## src/rtl/iob_vexriscv_bus_arb_pkg.sv

```systemverilog
// Shared constants for the VexRiscv ibus/dbus arbiter: FSM state encoding
// and port indices, plus a helper to turn a one-hot grant into a port index.
package iob_vexriscv_bus_arb_pkg;

    localparam logic IDLE    = 1'b0;
    localparam logic RD_WAIT = 1'b1;

    localparam logic IBUS = 1'b0;
    localparam logic DBUS = 1'b1;

    // Two-port one-hot grant to index; with no grant this yields IBUS.
    function automatic logic grant_idx(input logic [1:0] grant);
        return grant[DBUS];
    endfunction

endpackage

```

## src/rtl/iob_reg_re.sv

```systemverilog
// Generic register with clock enable, synchronous reset and load enable.
// arst_i is kept for interface compatibility; callers tie it low.
module iob_reg_re #(
    parameter int unsigned        DATA_W  = 1,
    parameter logic [DATA_W-1:0]  RST_VAL = '0
) (
    input  logic              clk_i,
    input  logic              cke_i,
    input  logic              arst_i,
    input  logic              rst_i,
    input  logic              en_i,
    input  logic [DATA_W-1:0] data_i,
    output logic [DATA_W-1:0] data_o
);

    logic [DATA_W-1:0] data_q;

    // Reset wins over clock enable so a reset always takes effect.
    always_ff @(posedge clk_i, posedge arst_i) begin
        if (arst_i) begin
            data_q <= RST_VAL;
        end else if (rst_i) begin
            data_q <= RST_VAL;
        end else if (cke_i && en_i) begin
            data_q <= data_i;
        end
    end

    assign data_o = data_q;

endmodule

```

## src/rtl/iob_vexriscv_arb_pick.sv

```systemverilog
// Combinational two-way grant selection.
// With IOB_VEXRISCV_BUS_ARB_RR_EN defined, ptr_i holds the last granted port
// and the other port wins a tie; otherwise dbus always wins a tie.
import iob_vexriscv_bus_arb_pkg::*;

module iob_vexriscv_arb_pick (
    input  logic [1:0] req_i,
`ifdef IOB_VEXRISCV_BUS_ARB_RR_EN
    input  logic       ptr_i,
`endif
    output logic [1:0] grant_o
);

    // Grant the single requester, or resolve a tie by priority.
    always_comb begin
        grant_o = 2'b00;
        if (req_i == 2'b11) begin
`ifdef IOB_VEXRISCV_BUS_ARB_RR_EN
            grant_o = (ptr_i == DBUS) ? 2'b01 : 2'b10;
`else
            grant_o = 2'b10;
`endif
        end else begin
            grant_o = req_i;
        end
    end

endmodule

```

## src/rtl/iob_vexriscv_bus_arb.sv

```systemverilog
// Two-to-one IOb arbiter sharing one memory port between the VexRiscv ibus
// (port 0) and dbus (port 1). One transaction in flight; read responses are
// steered back to the issuing port.
// Build option: IOB_VEXRISCV_BUS_ARB_RR_EN selects round-robin arbitration,
// otherwise dbus has fixed priority.
import iob_vexriscv_bus_arb_pkg::*;

module iob_vexriscv_bus_arb #(
    parameter int unsigned ADDR_W = 32,
    parameter int unsigned DATA_W = 32
) (
    input  logic                clk_i,
    input  logic                rst_n_i,
    input  logic                cke_i,
    input  logic                s0_avalid_i,
    input  logic [ADDR_W-1:0]   s0_addr_i,
    input  logic [DATA_W-1:0]   s0_wdata_i,
    input  logic [DATA_W/8-1:0] s0_wstrb_i,
    output logic                s0_ready_o,
    output logic [DATA_W-1:0]   s0_rdata_o,
    output logic                s0_rvalid_o,
    input  logic                s1_avalid_i,
    input  logic [ADDR_W-1:0]   s1_addr_i,
    input  logic [DATA_W-1:0]   s1_wdata_i,
    input  logic [DATA_W/8-1:0] s1_wstrb_i,
    output logic                s1_ready_o,
    output logic [DATA_W-1:0]   s1_rdata_o,
    output logic                s1_rvalid_o,
    output logic                m_avalid_o,
    output logic [ADDR_W-1:0]   m_addr_o,
    output logic [DATA_W-1:0]   m_wdata_o,
    output logic [DATA_W/8-1:0] m_wstrb_o,
    input  logic                m_ready_i,
    input  logic [DATA_W-1:0]   m_rdata_i,
    input  logic                m_rvalid_i,
    output logic                busy_o,
    output logic                err_o
);

    logic       state_q, state_d;
    logic       owner_q, owner_d;
    logic       err_q, err_d;
    logic [1:0] req, grant;
    logic       idle, win, accept, acc_read, rsp;
    logic       rst;

    assign rst  = ~rst_n_i;
    assign idle = (state_q == IDLE);
    assign req  = {s1_avalid_i, s0_avalid_i};

`ifdef IOB_VEXRISCV_BUS_ARB_RR_EN
    logic ptr_q, ptr_d;

    iob_vexriscv_arb_pick u_pick (
        .req_i   (req),
        .ptr_i   (ptr_q),
        .grant_o (grant)
    );

    // Remember the last accepted port so the other one wins the next tie.
    always_comb begin
        ptr_d = accept ? win : ptr_q;
    end

    iob_reg_re #(.DATA_W(1), .RST_VAL(1'b0)) u_ptr_reg (
        .clk_i  (clk_i),
        .cke_i  (cke_i),
        .arst_i (1'b0),
        .rst_i  (rst),
        .en_i   (1'b1),
        .data_i (ptr_d),
        .data_o (ptr_q)
    );
`else
    iob_vexriscv_arb_pick u_pick (
        .req_i   (req),
        .grant_o (grant)
    );
`endif

    assign win = grant_idx(grant);

    // Request path: pure mux, no added latency.
    assign m_avalid_o = idle & (|req);
    assign m_addr_o   = win ? s1_addr_i  : s0_addr_i;
    assign m_wdata_o  = win ? s1_wdata_i : s0_wdata_i;
    assign m_wstrb_o  = win ? s1_wstrb_i : s0_wstrb_i;

    assign accept     = m_avalid_o & m_ready_i;
    assign acc_read   = accept & ~(|m_wstrb_o);
    assign s0_ready_o = accept & grant[IBUS];
    assign s1_ready_o = accept & grant[DBUS];

    // Response path: rdata is shared, only rvalid is steered to the owner.
    assign rsp         = ~idle & m_rvalid_i;
    assign s0_rvalid_o = rsp & (owner_q == IBUS);
    assign s1_rvalid_o = rsp & (owner_q == DBUS);
    assign s0_rdata_o  = m_rdata_i;
    assign s1_rdata_o  = m_rdata_i;

    assign busy_o = (state_q == RD_WAIT);
    assign err_o  = err_q;

    // Next state: a read holds the port until its response; a stray response is flagged.
    always_comb begin
        state_d = state_q;
        if (rsp) begin
            state_d = IDLE;
        end else if (acc_read) begin
            state_d = RD_WAIT;
        end
        owner_d = acc_read ? win : owner_q;
        err_d   = err_q | (idle & m_rvalid_i);
    end

    iob_reg_re #(.DATA_W(1), .RST_VAL(IDLE)) u_state_reg (
        .clk_i  (clk_i),
        .cke_i  (cke_i),
        .arst_i (1'b0),
        .rst_i  (rst),
        .en_i   (1'b1),
        .data_i (state_d),
        .data_o (state_q)
    );

    iob_reg_re #(.DATA_W(1), .RST_VAL(IBUS)) u_owner_reg (
        .clk_i  (clk_i),
        .cke_i  (cke_i),
        .arst_i (1'b0),
        .rst_i  (rst),
        .en_i   (1'b1),
        .data_i (owner_d),
        .data_o (owner_q)
    );

    iob_reg_re #(.DATA_W(1), .RST_VAL(1'b0)) u_err_reg (
        .clk_i  (clk_i),
        .cke_i  (cke_i),
        .arst_i (1'b0),
        .rst_i  (rst),
        .en_i   (1'b1),
        .data_i (err_d),
        .data_o (err_q)
    );

endmodule

```

## config.mk

```make
export PLATFORM = sky130hd
export DESIGN_NAME = iob_vexriscv_bus_arb
export DESIGN_NICKNAME = d
export VERILOG_FILES = /design/src/rtl/iob_vexriscv_bus_arb_pkg.sv /design/src/rtl/iob_reg_re.sv /design/src/rtl/iob_vexriscv_arb_pick.sv /design/src/rtl/iob_vexriscv_bus_arb.sv
export SDC_FILE = /design/constraint.sdc
export NUM_CORES = 1
export LEC_CHECK = 0
export CAP_MARGIN = 20
export CORE_AREA = 2 2 121 123
export CTS_CLUSTER_DIAMETER = 150
export DETAILED_ROUTE_END_ITERATION = 7
export DIE_AREA = 0 0 123 125
export GPL_TIMING_DRIVEN = 1
export HOLD_SLACK_MARGIN = 0.02
export PLACE_DENSITY_LB_ADDON = 0.12
export SLEW_MARGIN = 15
export SYNTH_ARGS = -nofsm -noshare
export SYNTH_HDL_FRONTEND = slang
export SYNTH_SLANG_ARGS = --single-unit
```

## constraint.sdc

```tcl
create_clock -name clk_i -period 1.8 [get_ports clk_i]
set_input_delay 0.36 -clock clk_i [delete_from_list [all_inputs] [get_ports clk_i]]
set_output_delay 0.36 -clock clk_i [all_outputs]
set_load 0.05 [all_outputs]
```

==> metrics.cfg <==
[yosys]
yosys_warnings = 0
ys.flop_type = dfxtp_1
netlist.area_leader.share = 0.505
yosys.area.top_type = mux2_2
syn-cell-area_sq_um = 1520
async_reset_ff_frac = 0
ys_seq_elements = 3
ys_types = 19
synth_edf_count = 0
synth_area_leaders = mux2_2 (50%), buf_4 (35%), dfxtp_1 (4.0%)
syn-instance-count = 165
synth_most_common_cell = buf_4
syn-num-nets = 340
synth.top_cells.by_count = buf_4 (71), mux2_2 (68), nand2_1 (4)
syn_avg_cell_area_sq_um = 9.19
yosysSeqAreaShare = 0.0396

[worst_setup_path]
path_class = input port to output pin
rrSetupSlack_ns = 0.49
worst-path-buf-inv = 3
worst-path-stages = 4
cp_slowest_cell = mux2_2
critPathMaxFanout = 31
startpoint = s1_avalid_i
worstPathArrival_ns = 1.35
end_kind = output pin
path_cells = buf_4 > buf_12 > mux2_2 > buf_4
r2r_start = u_state_reg.data_o
crit_family = buffers and inverters
critical_path.max_stage_delay_ns = 0.37
ff2ff_path_depth = 5
cp_common_cell = buf_4
cp_data_required_time_ns = 1.44
crit_path_start_kind = input port
reg2reg_to = u_owner_reg.data_o

[clocking]
htreeDepth = 1
clock_sinks = 3
cts_tree = yes
insertion_delay_ns = 0.22
clk_pin_slew_ns = 0.03
cts_hold_buf = 0
numCtsBuffers = 3
cts.repair_timing.setup_buffer_count = 0
cts.path.max_buffers = 2
clockRootBuffer = clkbuf_16

[global_route]
busiest_layer = met2
first_global_vias = 1826
grt_pass1_wl_um = 9760
grt_usage = 0.0812
met2_usage = 0.164
grt_max_degree = 32
grt_use_met3 = 0.0237
grt_overflow = 0
antenna_found_initial = 0
grt.met1_usage = 0.0750

[timing]
worst_pin_slew_ns = 0.241
skew_ns = 0.00113
grt_setup_unrepaired = false
fin_ws_ns = 0.0896
fin_crit_ns = 1.71
max_freq_mhz = 585
relSlewSlack = 0.839
fin_crit_sh = 0.950
finalSetupViolCount = 0
slew_viol_final = 0
worst_hold_slack_ns = 0.476
final.setup.tns_ns = 0
finalHoldViolCount = 0

[floorplanning]
io_pins = 314
die_x_um = 123
die_h_um = 125
num_rows = 44
start_util = 0.107
dieArea_sq_um = 15400
core_area_sq_um = 14200

[placement]
preCtsSetupSlack_ns = -0.0364
place_hpwl_um = 5920
portBuffers = 217
gp_congestion = 0.706
post-place-cells = 501

[cells_and_area]
nFillCells = 1535
final_nets = 497
drive_gt1_frac = 0.505
instances_no_fill = 505
areaGrowthSynthToFinish_pct = 125
n_antenna_cell = 0

[detailed_routing]
wl_um = 6980
avgViaCountPerCell = 3.41
ant_nets = 0
wl_per_cell_um = 13.8
dr.pass1.iters = 3
remaining_drc_errors = 0
drt_iter0_markers = 4
dr_total_vias = 1720

[power_and_ir_drop]
peakVddDrop_mv = 0.290
power_density_nw_per_um2 = 471
cellLeakagePower_nw = 1.38

[min_path]
worstHoldPathCells = 1
worstHoldStart = u_err_reg.data_o
holdPathEnd = u_err_reg.data_o
hold_class = flop to flop

[status]
outcome = finished, final reports clean

[flow_run]
cap_violations = 0

per-stage QoR:
stage | total power, W | util | cell area [sq um]
3_5_place_dp | 0.00127 | 0.235 | 3340
5_1_grt | 0.00168 | 0.240 | 3410
2_1_floorplan | 0.00110 | - | 1530
6_report | 0.00161 | 0.240 | 3410
4_1_cts | 0.00163 | 0.240 | 3410
3_3_place_gp | 0.00127 | 0.235 | 3340
kinds of logic (layout without fill, tap and decap cells):
| logic type | count (synthesis) | in the layout | synth area share |
|---|---|---|---|
| compound gates | 5 | 5 | 0.0289 |
| buf+inv | 72 | 228 | 0.359 |
| flops | 3 | 3 | 0.0396 |
| mux | 69 | 69 | 0.512 |
| simple gates | 16 | 16 | 0.0611 |
worst reg2reg max path: stages (launching register included):
cell	delay, ns
dfxtp_2	0.34
o21ba_4	0.24
nand2_2	0.07
buf_4	0.14
nor3_2	0.25
mux2i_1	0.20
timing repair:
action	in CTS	in global routing
setup endpoints to repair	1	0
gates resized for setup	1	0
hold endpoints to repair	0	0
report_power, final:
group	total, W	leakage, nW	switching [W]	internal, W
logic	0.00119	1.32	0.000623	0.000562
registers	0.0000704	0.0249	0.00000140	0.0000690
clock network	0.000354	0.0382	0.0000614	0.000292
total	0.00161	1.38	0.000686	0.000923
worst max-delay path by stage:
stage	slack, ns	endpoint
final	0.09	m_wdata_o[12]
after global routing	0.04	m_addr_o[28]
after floorplan	0.05	s0_ready_o
after CTS	0.07	m_wdata_o[12]
after detailed placement	-0.04	s0_ready_o
after global placement	-0.03	s0_ready_o
registers in the layout, summed over array words and instances, names as in the netlist:
register and count:
u_state_reg.data_o 1, u_owner_reg.data_o 1, u_err_reg.data_o 1
cell usage in the layout (no fill, tap or decap), types with 2 or more instances in the layout:
master,Yosys,routed
clkbuf_16,0,3
nor2_1,3,3
nor3_1,2,2
clkdlybuf4s50_1,0,140
and3_2,2,2
nand2_1,4,4
buf_12,0,7
dfxtp_1,3,2
buf_4,71,76
mux2_2,68,68
final cells by class:
cell class,instances,area (sq um),area share
Multi-Input combinational cell,90,923,0.270
Tap cell,184,230,0.0674
Clock buffer,4,78.8,0.0231
Sequential cell,3,61.3,0.0180
Timing Repair Buffer,224,2120,0.621
per-layer routing:
metal	routed length, um	vias up
li1	-	819
met1	2210	769
met2	3780	117
met3	866	15
met4	119	0
met5	0	-
(Power assumes the default switching activity.)
